File: config.mk
export PLATFORM = sky130hd
export DESIGN_NAME = pipe_reg_chain
export DESIGN_NICKNAME = d
export VERILOG_FILES = /design/src/rtl/pipe_reg_chain.sv
export SDC_FILE = /design/constraint.sdc
export NUM_CORES = 1
export LEC_CHECK = 0
export CAP_MARGIN = 10
export CELL_PAD_IN_SITES_DETAIL_PLACEMENT = 1
export CELL_PAD_IN_SITES_GLOBAL_PLACEMENT = 2
export CORE_AREA = 2 2 334 336
export CTS_CLUSTER_DIAMETER = 100
export DETAILED_ROUTE_END_ITERATION = 12
export DIE_AREA = 0 0 336 338
export PLACE_DENSITY_LB_ADDON = 0.1
export SYNTH_ARGS = -nofsm -noshare
export SYNTH_HDL_FRONTEND = slang
export SYNTH_SLANG_ARGS = --single-unit
File: constraint.sdc
create_clock -name clk -period 6 [get_ports clk]
set_input_delay 0.6 -clock clk [delete_from_list [all_inputs] [get_ports clk]]
set_output_delay 0.6 -clock clk [all_outputs]
set_load 0.01 [all_outputs]
File: src/rtl/pipe_reg_chain.sv
// Chained E/M/W pipeline registers carrying payload plus tnew hazard metadata.
// Combinational youngest-match hazard detection and forwarding select.
module pipe_reg_chain #(
    parameter int DATA_W = 192,
    parameter int DEPTH  = 3,
    parameter int TNEW_W = 3,
    parameter int CNT_W  = 16
) (
    input  logic                     clk,
    input  logic                     reset,
    input  logic [DATA_W-1:0]        in_data,
    input  logic                     in_valid,
    input  logic                     in_rfwe,
    input  logic [4:0]               in_waddr,
    input  logic [TNEW_W-1:0]        in_tnew,
    input  logic                     flush,
    input  logic                     freeze,
    input  logic [4:0]               q_addr_a,
    input  logic [4:0]               q_addr_b,
    input  logic [TNEW_W-1:0]        q_tuse_a,
    input  logic [TNEW_W-1:0]        q_tuse_b,
    output logic [DEPTH*DATA_W-1:0]  st_data,
    output logic [DEPTH-1:0]         st_valid,
    output logic [DEPTH-1:0]         st_rfwe,
    output logic [DEPTH*5-1:0]       st_waddr,
    output logic [DEPTH*TNEW_W-1:0]  st_tnew,
    output logic                     stall_req,
    output logic [3:0]               fwd_sel_a,
    output logic [3:0]               fwd_sel_b,
    output logic [CNT_W-1:0]         bubble_cnt
);

    logic [DATA_W-1:0] data_q  [DEPTH];
    logic              valid_q [DEPTH];
    logic              rfwe_q  [DEPTH];
    logic [4:0]        waddr_q [DEPTH];
    logic [TNEW_W-1:0] tnew_q  [DEPTH];

    function automatic logic [TNEW_W-1:0] sat_dec(input logic [TNEW_W-1:0] t);
        return (t == '0) ? '0 : t - 1'b1;
    endfunction

    always_ff @(posedge clk or negedge reset) begin
        if (!reset) begin
            for (int k = 0; k < DEPTH; k++) begin
                data_q[k]  <= '0;
                valid_q[k] <= 1'b0;
                rfwe_q[k]  <= 1'b0;
                waddr_q[k] <= '0;
                tnew_q[k]  <= '0;
            end
        end else begin
            // flush takes stage 0 even while the rest of the chain is frozen
            if (flush) begin
                data_q[0]  <= '0;
                valid_q[0] <= 1'b0;
                rfwe_q[0]  <= 1'b0;
                waddr_q[0] <= '0;
                tnew_q[0]  <= '0;
            end else if (!freeze) begin
                data_q[0]  <= in_data;
                valid_q[0] <= in_valid;
                rfwe_q[0]  <= in_rfwe;
                waddr_q[0] <= in_waddr;
                tnew_q[0]  <= sat_dec(in_tnew);
            end
            if (!freeze) begin
                for (int k = 1; k < DEPTH; k++) begin
                    data_q[k]  <= data_q[k-1];
                    valid_q[k] <= valid_q[k-1];
                    rfwe_q[k]  <= rfwe_q[k-1];
                    waddr_q[k] <= waddr_q[k-1];
                    tnew_q[k]  <= sat_dec(tnew_q[k-1]);
                end
            end
        end
    end

    always_ff @(posedge clk or negedge reset) begin
        if (!reset) begin
            bubble_cnt <= '0;
        end else if (flush && in_valid && bubble_cnt != '1) begin
            bubble_cnt <= bubble_cnt + 1'b1;
        end
    end

    for (genvar k = 0; k < DEPTH; k++) begin : g_out
        assign st_data[k*DATA_W +: DATA_W]  = data_q[k];
        assign st_valid[k]                  = valid_q[k];
        assign st_rfwe[k]                   = rfwe_q[k];
        assign st_waddr[k*5 +: 5]           = waddr_q[k];
        assign st_tnew[k*TNEW_W +: TNEW_W]  = tnew_q[k];
    end

    logic              hit_a;
    logic              hit_b;
    logic [3:0]        idx_a;
    logic [3:0]        idx_b;
    logic [TNEW_W-1:0] tn_a;
    logic [TNEW_W-1:0] tn_b;

    // scan oldest to youngest so the youngest match is the last one written
    always_comb begin
        hit_a = 1'b0;
        hit_b = 1'b0;
        idx_a = 4'hF;
        idx_b = 4'hF;
        tn_a  = '0;
        tn_b  = '0;
        for (int k = DEPTH - 1; k >= 0; k--) begin
            if (valid_q[k] && rfwe_q[k] && waddr_q[k] != 5'd0) begin
                if (waddr_q[k] == q_addr_a) begin
                    hit_a = 1'b1;
                    idx_a = 4'(k);
                    tn_a  = tnew_q[k];
                end
                if (waddr_q[k] == q_addr_b) begin
                    hit_b = 1'b1;
                    idx_b = 4'(k);
                    tn_b  = tnew_q[k];
                end
            end
        end
    end

    assign stall_req = (hit_a && tn_a > q_tuse_a) || (hit_b && tn_b > q_tuse_b);
    assign fwd_sel_a = (hit_a && tn_a == '0) ? idx_a : 4'hF;
    assign fwd_sel_b = (hit_b && tn_b == '0) ? idx_b : 4'hF;

endmodule

==> results of run 1 <==
worst min path at each step:
stage / from / end / cells past startpoint
2_1_floorplan: reset / bubble_cnt[0] / 0
3_3_place_gp: bubble_cnt[9] / bubble_cnt[9] / 1
3_5_place_dp: st_data[445] / st_data[445] / 1
4_1_cts: in_data[96] / st_data[96] / 3
5_1_grt: bubble_cnt[6] / bubble_cnt[6] / 1
6_report: st_data[445] / st_data[445] / 1
power breakdown:
part           switching (mW)  leakage (nW)  total (mW)  internal, mW
registers               0.290          8.26        4.85          4.56
logic                   0.880          7.39        1.96          1.08
clock network            1.90          1.30        4.86          2.96
total                    3.07          17.0        11.7          8.60
final cells by class:
type / count / area, µm²
diodes: 2 / 5.00
clock buffers: 125 / 2360
clock inverters: 17 / 298
fillers: 11600 / 72600
inverters: 19 / 71.3
multi-input cells: 976 / 8550
flip-flops and latches: 622 / 15600
well taps: 1488 / 1860
repair buffers: 868 / 8740
critical path, delay by kind of cell, from the launching register on:
kind	cells	cell delay, ns
buf+inv	1	0.62
fa+ha+maj	1	0.30
flops	1	0.48
simple gates	2	1.01
mux	1	0.40
compound gates	6	0.78
cell families after synthesis:
kind of cell / share of synthesized area (%)
mux: 26.7
compound gates: 1.14
xor+xnor: 1.60
simple gates: 4.73
fa+ha+maj: 0.662
flops: 63.4
buf+inv: 1.85
sequential cells by signal, indices dropped and copies added, names as in the netlist:
register,flops
st_waddr,15
bubble_cnt,16
st_rfwe,3
st_data,576
st_tnew,9
st_valid,3
synth_stat cells, types with 9 or more instances:
library cell,n,share of area [%]
a21oi_1,9,0.18
buf_1,17,0.26
buf_2,12,0.24
clkbuf_1,63,0.96
dfrtp_1,622,63
ha_1,13,0.66
inv_1,19,0.29
mux2_2,403,18
mux2i_1,201,8.2
nand2_1,11,0.17
nand3_1,22,0.45
nor2_1,209,3.2
xnor2_1,34,1.2
xor2_1,11,0.39
layer usage:
metal | vias up | track usage, % | wire length (µm)
li1 | 7635 | - | -
met4 | 18 | 5.51 | 3100
met3 | 153 | 8.15 | 9980
met5 | - | 0 | 119
met1 | 8785 | 16.7 | 33500
met2 | 594 | 29.5 | 49400
timing repair:
item                       CTS  global route
hold buffers                 1             0
setup endpoints to repair    0             0
hold endpoints to repair    65             0
through the flow:
stage	util, %	cells	instance area, µm²	total power, mW
after global placement	31.6	3972	34800	6.90
after floorplan	-	1712	24600	5.56
after detailed placement	31.6	3972	34800	6.93
final	34.0	4117	37400	11.7
after global routing	34.0	4116	37400	12.2
after CTS	34.0	4115	37400	11.9
==> out/qor.csv, run 1 <==
metric,value,unit
# setup viols final,0,
Clock Skew,0.0143,ns
category of the most critical setup path,register to output port,
Sink Count,622,
CP required,5.40,ns
Post-Synthesis Cells,1712,
"Seq/Total Area, Yosys",63.4,%
deepest clock path buffer count,3,
endpoints failing hold,0,
slowest cell delay on critical path,0.62,ns
cell area after synthesis,24600,µm²
pin count of the biggest net entering global routing,153,
vias in the first global route,19300,
port bufs,852,
Setup TNS,0,ns
"Top FF cell, synth",dfrtp_1,
row count,122,
io pins,853,
die width,336,µm
Yosys warnings,0,
pwr/cell area,312,nW/µm²
dpl ws,1.27,ns
CP endpoint,stall_req,
Final HPWL DP,70.5,mm
layout cells sized above 1,20.9,%
net count after synthesis,1947,
crit-path max FO,10,
drt initial violations,564,
Initial Util,22.3,%
Worst setup startpoint,st_waddr[2],
status,"finished, final reports clean",
"most common cell after layout, fill and taps aside",clkdlybuf4s50_1,
CTS HTree Levels,3,
Highest Clock Rate,206,MHz
CP arrival,4.26,ns
max-cap violations,0,
Post-CTS Setup Inserts,0,
Post-DRT Antenna Nets,0,
Synth cell types,42,
RR Endpoint,bubble_cnt[15],
reg2reg setup slack,3.83,ns
final WL,96.1,mm
"CTS clk-pin slew, worst paths",0.06,ns
Reg2Reg Depth,7,
"Slew Viols, Final",0,
drt pass-1 iters,4,
Hold Crit Class,register to register,
flop and latch count out of synthesis,622,
DRC viols,0,
Post-synth ARST share,100,%
peak supply drop,176,µV
relative slew slack,32.1,%
worst setup margin,1.14,ns
Via density,4.17,
NumNets Final,2802,
Area Growth Syn to Fin,52.4,%
Core Region,110000,µm²
worst slew pin tran,1.02,ns
TritonCTS clock tree,done,
initial antenna violation count,14,
CTS root buf,clkbuf_16,
worst-path cell chain,or4_1 -> o211ai_2 -> or4_1 -> mux2_2 -> ha_1 -> a21o_1 -> a21oi_1 -> a31oi_1 -> o21ai_0 -> o21ai_0 -> clkdlybuf4s50_1,
Setup crit start kind,register,
"Clk Latency, worst-skew pair",0.64,ns
clock buffer count from CTS,80,
Die Footprint,114000,µm²
via count,17200,
R2R Path Start,bubble_cnt[0],
average instance area after synthesis,14.4,µm²
first-pass GRT wire length,138,mm
post-CTS resize count,0,
die span in y,338,µm
leakage power,17.0,nW
number of synthesized flops with an enable pin,0,
"slowest stage cell, crit path",clkdlybuf4s50_1,
GRT overflow,0,
most frequent cells in the layout,"clkdlybuf4s50_1, dfrtp_1, mux2_2",
CP endpoint kind,output port,
Tmin final,4.86,ns
RSZ-0062 raised after global routing,false,
Final Cycle Share,80.9,%
GR Util All Layers,16.5,%
RePlAce Congestion,0.767,
WHS,0.501,ns
drt wl/cell,23.3,µm
Power figures use the tool's default switching activity.
==> run 2, diff against run 1 <==
--- a/config.mk
+++ b/config.mk
@@ -8,10 +8,10 @@
 export CAP_MARGIN = 10
 export CELL_PAD_IN_SITES_DETAIL_PLACEMENT = 1
 export CELL_PAD_IN_SITES_GLOBAL_PLACEMENT = 2
-export CORE_AREA = 2 2 334 336
+export CORE_AREA = 2 2 335 337
 export CTS_CLUSTER_DIAMETER = 100
 export DETAILED_ROUTE_END_ITERATION = 12
-export DIE_AREA = 0 0 336 338
+export DIE_AREA = 0 0 337 339
 export PLACE_DENSITY_LB_ADDON = 0.1
 export SYNTH_ARGS = -nofsm -noshare
 export SYNTH_HDL_FRONTEND = slang
==> constraint.sdc (replaced) <==
create_clock -name clk -period 4.78 [get_ports clk]
set_input_delay 0.478 -clock clk [delete_from_list [all_inputs] [get_ports clk]]
set_output_delay 0.478 -clock clk [all_outputs]
set_load 0.01 [all_outputs]
==> run 2 against run 1 <==
Compared with the run above:
- sequential share of layout area is 0.19 points lower
- largest power group unchanged
- worst setup slack worse by 0.58 ns
- clock power is 26% higher
- cell area is 0.45% higher
- wire length is 1.3% higher
- critical endpoint unchanged
- critical path depth is 2 higher
- count of clock-buffer cells in the layout is 10 lower
- die area is 0.59% higher
- sequential cell count stayed put
==> out/qor.csv, run 2 (synthesis gave the netlist of run 1 again) <==
metric,value,unit
Setup crit start kind,register,
CP required,4.30,ns
peak supply drop,255,µV
TritonCTS clock tree,done,
leakage power,17.1,nW
CTS HTree Levels,3,
crit-path max FO,6,
NumNets Final,2815,
Reg2Reg Depth,7,
CP arrival,3.74,ns
"Power, Total",14.7,mW
via count,17200,
Post-CTS Setup Inserts,0,
Gate power share,16.7,%
dpl ws,0.341,ns
Tmin final,4.21,ns
worst slew pin tran,0.854,ns
"most common cell after layout, fill and taps aside",clkdlybuf4s50_1,
drt pass-1 iters,4,
DRC viols,0,
fillers,11600,
switching power,3.84,mW
drt initial violations,384,
"CTS clk-pin slew, worst paths",0.06,ns
GRT overflow,0,
# setup viols final,0,
most frequent cells in the layout,"clkdlybuf4s50_1, dfrtp_1, mux2_2",
deepest clock path buffer count,3,
"Slew Viols, Final",0,
Area Growth Syn to Fin,53.1,%
"Clk Latency, worst-skew pair",0.64,ns
io pins,853,
RSZ-0062 raised after global routing,false,
max-cap violations,0,
endpoints failing hold,0,
Final Cycle Share,88.1,%
Internal,10.8,mW
row count,122,
pwr/cell area,389,nW/µm²
initial antenna violation count,16,
Final HPWL DP,72.4,mm
reg2reg setup slack,2.57,ns
port bufs,852,
vias in the first global route,19400,
Clock Skew,0.0205,ns
Via density,4.16,
Highest Clock Rate,237,MHz
Sink Count,622,
layout cells sized above 1,21.5,%
Clock power frac,41.8,%
Initial Util,22.3,%
GR Util All Layers,16.8,%
max reg flops,576,
CP endpoint kind,output port,
clock buffer count from CTS,80,
die span in y,339,µm
category of the most critical setup path,register to output port,
hold path cells,2,
status,"finished, final reports clean",
Net Sw Frac,26.2,%
Core Region,110000,µm²
Post-DRT Antenna Nets,0,
CTS root buf,clkbuf_16,
drt wl/cell,23.5,µm
first-pass GRT wire length,140,mm
Hold Crit Class,primary input to register,
worst setup margin,0.567,ns
Die Footprint,114000,µm²
Setup TNS,0,ns
sequential power share,41.5,%
final WL,97.3,mm
die width,337,µm
RePlAce Congestion,0.759,
pin count of the biggest net entering global routing,124,
relative slew slack,43.1,%
[run 2: cell types whose count changed in the layout (fill, tap and decap cells not counted), sizes merged, moves of 4 or more]
cell | previous run | this run
buf | 17 | 30
clkbuf | 126 | 116
clkinv | 8 | 12
diode | 2 | 10
[run 2: final timing paths]
path | startpoint | endpoint
min in group asynchronous | reset | st_data[206]
hold reg to reg | st_data[463] | st_data[463]
setup / recovery | st_waddr[6] | stall_req
hold / removal | flush | st_data[54]
setup reg to reg | bubble_cnt[0] | bubble_cnt[15]
max in group asynchronous | reset | st_data[136]
[run 2: power groups by stage]
stage / Sequential [mW] / Combinational (mW) / Clock (mW)
2_1_floorplan: 6.30 / 0.679 / 0
3_3_place_gp: 6.15 / 2.50 / 0
3_5_place_dp: 6.18 / 2.51 / 0
4_1_cts: 6.09 / 2.52 / 6.39
5_1_grt: 6.15 / 2.63 / 6.57
6_report: 6.08 / 2.45 / 6.12
[run 2: repair_timing]
item / in CTS / in global routing
hold buffers: 1 / 0
hold endpoints to repair: 80 / 0
setup endpoints to repair: 0 / 1
resized for setup: 0 / 3
[run 2: through the flow]
| step | std cells | util [%] | hold slack [ns] | instance area [µm²] |
|---|---|---|---|---|
| 2_1_floorplan | 1712 | - | 0.182 | 24600 |
| 3_3_place_gp | 3985 | 31.7 | 0.487 | 34900 |
| 3_5_place_dp | 3985 | 31.7 | 0.493 | 34900 |
| 4_1_cts | 4125 | 34.1 | 0.217 | 37600 |
| 5_1_grt | 4132 | 34.1 | 0.229 | 37600 |
| 6_report | 4135 | 34.1 | 0.269 | 37600 |
[run 2: metal layers]
layer	wire [µm]	global-route usage [%]	vias up
met2	50200	30.1	605
met3	10400	8.33	152
met5	89	0	-
met4	3670	6.38	14
met1	32900	16.4	8776
li1	-	-	7672
[run 2: critical path, stage by stage, from the launching register on]
cell and delay, ns:
dfrtp_1 0.46, or4_1 0.57, o211ai_2 0.24, nor3_1 0.09, buf_4 0.16, a21oi_1 0.15, a22o_1 0.22, inv_1 0.06
ha_1 0.28, nor2b_1 0.13, o21a_1 0.15, o21ai_0 0.23, o21ai_0 0.14, dlymetal6s2s_1 0.22
[run 2: cell type report]
cell class                      instances  area (µm²)  area share [%]
Sequential cell                       622       15600            41.4
Timing Repair Buffer                  881        8900            23.7
Multi-Input combinational cell        976        8560            22.7
Clock buffer                          115        2310            6.15
Tap cell                             1488        1860            4.95
Clock inverter                         24         324           0.861
Inverter                               19        71.3           0.190
Antenna cell                           10        25.0          0.0665
==> run 3, diff against run 2 <==
--- a/config.mk
+++ b/config.mk
@@ -13,6 +13,7 @@
 export DETAILED_ROUTE_END_ITERATION = 12
 export DIE_AREA = 0 0 337 339
 export PLACE_DENSITY_LB_ADDON = 0.1
+export SLEW_MARGIN = 15
 export SYNTH_ARGS = -nofsm -noshare
 export SYNTH_HDL_FRONTEND = slang
 export SYNTH_SLANG_ARGS = --single-unit
==> results of run 3 <==
Same layout as run 2: the final DEF is identical, and so are final timing and power.
==> RTL change 1 (flow settings as in run 2) <==
Register the output `bubble_cnt` once more, with the module's reset; this adds one clock of latency there. The other outputs are not delayed to match.
--- a/src/rtl/pipe_reg_chain.sv
+++ b/src/rtl/pipe_reg_chain.sv
@@ -29,6 +29,8 @@
     output logic [3:0]               fwd_sel_b,
     output logic [CNT_W-1:0]         bubble_cnt
 );
+
+    logic [CNT_W-1:0] bubble_cnt_s0;
 
     logic [DATA_W-1:0] data_q  [DEPTH];
     logic              valid_q [DEPTH];
@@ -78,9 +80,9 @@
 
     always_ff @(posedge clk or negedge reset) begin
         if (!reset) begin
-            bubble_cnt <= '0;
-        end else if (flush && in_valid && bubble_cnt != '1) begin
-            bubble_cnt <= bubble_cnt + 1'b1;
+            bubble_cnt_s0 <= '0;
+        end else if (flush && in_valid && bubble_cnt_s0 != '1) begin
+            bubble_cnt_s0 <= bubble_cnt_s0 + 1'b1;
         end
     end
 
@@ -127,5 +129,13 @@
     assign fwd_sel_a = (hit_a && tn_a == '0) ? idx_a : 4'hF;
     assign fwd_sel_b = (hit_b && tn_b == '0) ? idx_b : 4'hF;
 
+    always_ff @(posedge clk or negedge reset) begin
+        if (!reset) begin
+            bubble_cnt <= '0;
+        end else begin
+            bubble_cnt <= bubble_cnt_s0;
+        end
+    end
+
 endmodule
 
Formal check against the unedited RTL: not equivalent (Yosys sat finds a counterexample within 4 cycles, from zero or initial values and one cycle with reset low).
==> RTL change 1 against run 2 <==
  * Total power increased by 0.89%
  * Final area increased by 0.99%
  * Clock skew decreased by 0.0042 ns
  * Sequential cell count increased by 16
  * Worst hold slack improved by 0.054 ns
  * Sequential share of layout area increased by 0.65 points
  * Count of clock-buffer cells in the layout increased by 13
  * Synthesized area increased by 1.6%
  * Register-to-register slack improved by 0.03 ns
  * Routed wire length decreased by 1.0%
  * Clock power decreased by 0.8%
  * Setup slack got worse by 0.24 ns
  * Largest power group is now sequential cells
  * Largest cell class unchanged
  * Critical path depth unchanged
==> RTL change 1: results (changes against run 2) <==
| Metric | Value |
|---|---|
| Register area share after synthesis | `0.640 (+0.00610)` |
| Via-per-instance ratio | `4.17 (+0.25%)` |
| Clk Latency, worst-skew pair | `0.64 ns (about the same)` |
| Global routing usage on met3 | `0.0787 (-0.00469)` |
| Pin count of the biggest net entering global routing | `117 (-5.6%)` |
| Yosys cell types | `42 (unchanged)` |
| CTS root buf | `clkbuf_16` |
| Longest Clk Path Bufs | `3 (unchanged)` |
| Relative slew slack | `0.378 (-0.0528)` |
| CP max FO | `9 (+3)` |
| Drt pass-1 iters | `4 (unchanged)` |
| Initial antenna violation count | `20 (+4)` |
| Layout cell share with drive strength beyond 1 | `0.211 (-0.00455)` |
| First-pass GRT wire length | `140 mm (-0.40%)` |
| Final Skew | `0.0163 ns (-0.00423 ns)` |
| YS warnings | `0 (unchanged)` |
| Critical R2R Launch | `bubble_cnt_s0[0]$_DFFE_PN0P_` |
| Run status | `finished clean` |
| Pre-CTS setup slack | `0.430 ns (+0.0895 ns)` |
| Class of the worst hold path | `primary input to flop` |
| Worst EP arrival | `3.98 ns (+0.24 ns)` |
| Mapped Nets | `1,963 (+0.82%)` |
| CTS clk-pin slew, worst paths | `0.06 ns (about the same)` |
| Routed WL per cell | `23.2 µm (-1.4%)` |
| Psw | `0.00390 W (+1.6%)` |
| # nets final | `2,828 (+0.46%)` |
| Post-synth ARST share | `1.00 (unchanged)` |
| Vias in the first global route | `19,000 (-2.4%)` |
| Post-synth EDFFs | `0 (unchanged)` |
| Largest register FFs | `576 (unchanged)` |
| Pleak | `17.2 nW (+0.98%)` |
| VDD IR-drop max | `0.000246 V (-3.7%)` |
| Port buffer count | `852 (unchanged)` |
| Post-DP HPWL | `71.9 mm (-0.79%)` |
| Met2 Use GR | `0.285 (-0.0162)` |
| Hold_sp | `flush` |
| Met1 Use GR | `0.180 (+0.0159)` |
| Synth top area cells | `dfrtp_1, mux2_2, mux2i_1` |
| Clock H-tree levels | `3 (unchanged)` |
| GRT Resource Usage Total | `0.166 (-0.00228)` |
| Placed cell area | `35,300 µm² (+1.1%)` |
| Iter 0 DRT Violations | `361 (-6.0%)` |
| Critical Path Source | `st_waddr[6]$_DFFE_PN0N_` |
| Post-synth top cells | `dfrtp_1, mux2_2, nor2_1` |
| Post-CTS Setup Inserts | `0 (unchanged)` |
| Total CTS buffers | `81 (+1.3%)` |
| GPL Wtd Cong | `0.823 (+8.4%)` |
[RTL change 1: final cells by class]
class,instances,area [µm²]
well taps,1488,1860
inverters,19,71.3
clock inverters,18,223
repair buffers,877,8880
multi-input cells,976,8560
diodes,6,15.0
fillers,11600,72400
flip-flops and latches,638,16000
clock buffers,128,2420
[RTL change 1: per-layer routing]
| layer | share of wire | up-vias |
|---|---|---|
| met5 | 0.0017 | - |
| met4 | 0.023 | 26 |
| met3 | 0.11 | 132 |
| met2 | 0.49 | 623 |
| met1 | 0.37 | 8834 |
| li1 | - | 7710 |
[RTL change 1: path summary, 6_finish.rpt]
path	end	slack, ns	cells after the start
min in group asynchronous	st_data[382]$_DFFE_PN0N_	0.45	2
max in group asynchronous	st_data[94]$_DFFE_PN0P_	3.04	3
hold reg to reg	bubble_cnt[9]$_DFF_PN0_	0.42	0
setup reg to reg	bubble_cnt_s0[11]$_DFFE_PN0P_	2.60	7
setup / recovery	stall_req	0.32	13
hold / removal	st_data[99]$_DFFE_PN0P_	0.32	2
[RTL change 1: timing repair]
item / in CTS / in global routing
resized for setup: 0 / 2
endpoints found under the hold margin: 90 / 0
hold buffers: 1 / 0
setup endpoints to repair: 0 / 1
[RTL change 1: per-stage QoR]
step / util / std cells
2_1_floorplan: - / 1728
3_3_place_gp: 0.320 / 3997
3_5_place_dp: 0.320 / 3997
4_1_cts: 0.344 / 4144
5_1_grt: 0.344 / 4146
6_report: 0.344 / 4150
[RTL change 1: logic make-up (layout without fill, tap and decap cells)]
family | Yosys count | in the layout | share of synthesized area
flops | 638 | 638 | 0.640
mux | 604 | 604 | 0.262
simple gates | 276 | 276 | 0.0465
buf+inv | 114 | 1042 | 0.0178
xor+xnor | 45 | 45 | 0.0158
compound gates | 38 | 38 | 0.0112
fa+ha+maj | 13 | 13 | 0.00652
other cells | 0 | 6 | 0
[RTL change 1: power groups by stage]
stage	clock [W]	combinational, W	sequential [W]
after floorplan	0	0.000679	0.00647
after global placement	0	0.00251	0.00633
after detailed placement	0	0.00252	0.00636
after CTS	0.00635	0.00253	0.00627
after global routing	0.00656	0.00264	0.00633
final	0.00607	0.00246	0.00625
[RTL change 1: critical path, stage by stage, from the launching register on]
cell             delay (ns)
dfrtp_1                0.50
or4_1                  0.20
o211ai_2               0.13
or4_4                  0.64
nor2_1                 0.16
a21oi_1                0.05
mux2_2                 0.27
ha_1                   0.30
a21o_1                 0.12
a21oi_1                0.06
a31oi_1                0.13
o21ai_0                0.09
o21ai_0                0.13
clkdlybuf4s50_1        0.57
==> RTL change 2 (flow settings as in run 2) <==
Without the edit above. The parameter `CNT_W` goes from 16 to 24.
--- a/src/rtl/pipe_reg_chain.sv
+++ b/src/rtl/pipe_reg_chain.sv
@@ -4,7 +4,7 @@
     parameter int DATA_W = 192,
     parameter int DEPTH  = 3,
     parameter int TNEW_W = 3,
-    parameter int CNT_W  = 16
+    parameter int CNT_W  = 24
 ) (
     input  logic                     clk,
     input  logic                     reset,
Interface: changed (resized bubble_cnt); port bits go from 853 to 861. No check against the original RTL was run, so the function may have changed too.
==> RTL change 2 against run 2 <==
  * Synthesized area rose by 1.8%
  * Total power fell by 0.98%
  * Largest power group is now sequential cells
  * Highest routed layer unchanged
  * Critical path type unchanged
  * Sequential cell count rose by 8
  * Final area rose by 1.1%
  * Routed wire length rose by 0.72%
  * Die area did not move
  * Setup slack got worse by 0.28 ns
  * Cell count rose by 1.2%
  * Global-route usage rose by 0.17 points
  * Utilization rose by 0.37 points
  * Register-to-register slack got worse by 0.02 ns
==> RTL change 2: results (changes against run 2) <==
| Metric | Value |
|---|---|
| Clk Latency, worst-skew pair | `0.62 ns (-0.02 ns)` |
| CP max FO | `11 (+5)` |
| Synth top area cells | `dfrtp_1, mux2_2, mux2i_1` |
| Post-Synth Adder-Cell Area | `0.00650 (-0.000119)` |
| XOR/XNOR Fraction of Synth Area | `0.0186 (+0.00251)` |
| Drt pass-1 iters | `4 (unchanged)` |
| Placed cell area | `35,500 µm² (+1.5%)` |
| Post-DP HPWL | `72.6 mm (+0.22%)` |
| Longest Clk Path Bufs | `3 (unchanged)` |
| Worst EP arrival | `4.01 ns (+0.27 ns)` |
| Finished Layout Cells | `4,185 (+1.2%)` |
| DRC violations left | `0 (unchanged)` |
| Run status | `finished clean` |
| VDD IR-drop max | `0.000213 V (-17%)` |
| Slew of the pin with the lowest slew margin | `0.975 ns (+0.122 ns)` |
| R2R Path End | `bubble_cnt[10]$_DFFE_PN0P_` |
| Avg Inst Size Synth | `14.2 µm² (-1.1%)` |
| Clock H-tree levels | `3 (unchanged)` |
| Port buffer count | `860 (+0.94%)` |
| Dpl cells | `4,040 (+1.4%)` |
| Pleak | `17.2 nW (+0.54%)` |
| Routed WL per cell | `23.4 µm (-0.49%)` |
| Dominant synthesized flop cell | `dfrtp_1` |
| Flop-to-flop setup slack | `2.55 ns (-0.02 ns)` |
| Largest register FFs | `576 (unchanged)` |
| CTS root buf | `clkbuf_16` |
| Post-CTS Setup Inserts | `0 (unchanged)` |
| Pin count of the biggest net entering global routing | `112 (-9.7%)` |
| Final Skew | `0.0157 ns (-0.00487 ns)` |
| # nets final | `2,870 (+2.0%)` |
| CTS clk-pin slew, worst paths | `0.05 ns` |
| Layout cell share with drive strength beyond 1 | `0.208 (-0.00737)` |
| Vias in the first global route | `19,700 (+1.3%)` |
| Mapped Nets | `1,998 (+2.6%)` |
| Iter 0 DRT Violations | `532 (+39%)` |
| GRT Resource Usage Total | `0.170 (+0.00174)` |
| Post-synth top cells | `dfrtp_1, mux2_2, nor2_1` |
| Initial antenna violation count | `18 (+2)` |
| Yosys cell types | `53 (+26%)` |
| Fill cells | `11,700 (+0.25%)` |
| Register area share after synthesis | `0.630 (-0.00337)` |
| Critical R2R Launch | `bubble_cnt[11]$_DFFE_PN0P_` |
| Post-synth ARST share | `1.00 (unchanged)` |
| Pre-CTS setup slack | `0.506 ns (+0.165 ns)` |
| GPL Wtd Cong | `0.795 (+4.7%)` |
| Post-synthesis mux area share | `0.261 (-0.00609)` |
| Compound-cell area share of the yosys netlist | `0.0117 (+0.000245)` |
| First-pass GRT wire length | `142 mm (+1.1%)` |
| Vias | `17,700 (+2.7%)` |
| Total CTS buffers | `80 (unchanged)` |
| YS warnings | `0 (unchanged)` |
| Worst r2r path cells | `6 (-1)` |
| Class of the worst hold path | `primary input to async pin` |
-- RTL change 2: cell type report --
| class | instances | area (µm²) | area share |
|---|---|---|---|
| Timing Repair Buffer | 885 | 8970 | 0.236 |
| Inverter | 21 | 78.8 | 0.00207 |
| Sequential cell | 630 | 15800 | 0.415 |
| Clock inverter | 15 | 173 | 0.00454 |
| Antenna cell | 5 | 12.5 | 0.000329 |
| Clock buffer | 124 | 2360 | 0.0621 |
| Multi-Input combinational cell | 1017 | 8810 | 0.232 |
| Tap cell | 1488 | 1860 | 0.0490 |
-- RTL change 2: per-stage QoR --
step	hold slack, ns	utilization
floorplan	0.182	-
global placement	0.487	0.321
detailed placement	0.492	0.321
CTS	0.386	0.344
global route	0.432	0.345
finish	0.436	0.345
-- RTL change 2: logic make-up (layout without fill, tap and decap cells) --
group,Yosys count,count (layout)
flops,630,630
compound gates,37,37
buf+inv,116,1045
xor+xnor,53,53
mux,601,601
fa+ha+maj,13,13
other cells,0,5
simple gates,313,313
-- RTL change 2: how the worst max path moves through the flow --
| stage | slack [ns] | end | from | cells after the start |
|---|---|---|---|---|
| finish | 0.29 | stall_req | st_waddr[6]$_DFFE_PN0N_ | 11 |
| global route | 0.04 | stall_req | st_waddr[6]$_DFFE_PN0N_ | 11 |
| CTS | 0.15 | stall_req | st_waddr[6]$_DFFE_PN0N_ | 11 |
| detailed placement | 0.51 | stall_req | q_addr_b[1] | 12 |
| global placement | 0.52 | stall_req | q_addr_b[4] | 12 |
| floorplan | 1.64 | stall_req | st_waddr[6]$_DFFE_PN0N_ | 11 |
-- RTL change 2: critical path, cell delays in order (launching register included) --
cell             delay, ns
dfrtp_1               0.46
or4_1                 0.60
o211ai_4              0.33
nor4_1                0.11
a311o_1               0.36
and2_1                0.15
ha_1                  0.30
a21o_1                0.19
a21oi_1               0.13
a31oi_1               0.07
a22o_1                0.22
clkdlybuf4s50_1       0.48
-- RTL change 2: routing by layer --
layer,wire [µm],part of all wire,GRT usage
met4,3260,0.033,0.0631
met5,159,0.0016,0
met3,9660,0.099,0.0743
met1,34200,0.35,0.173
met2,50700,0.52,0.303
-- RTL change 2: timing repair --
| action | 4_1_cts | 5_1_grt |
|---|---|---|
| setup endpoints to repair | 0 | 1 |
| endpoints found under the hold margin | 83 | 0 |
| hold buffers | 1 | 0 |
| gates resized for setup | 0 | 1 |
-- RTL change 2: report_power, final --
part           total (W)  internal, W  switching [W]
registers        0.00615      0.00579       0.000357
clock network    0.00589      0.00354        0.00234
logic            0.00247      0.00136        0.00111
total             0.0145       0.0107        0.00381
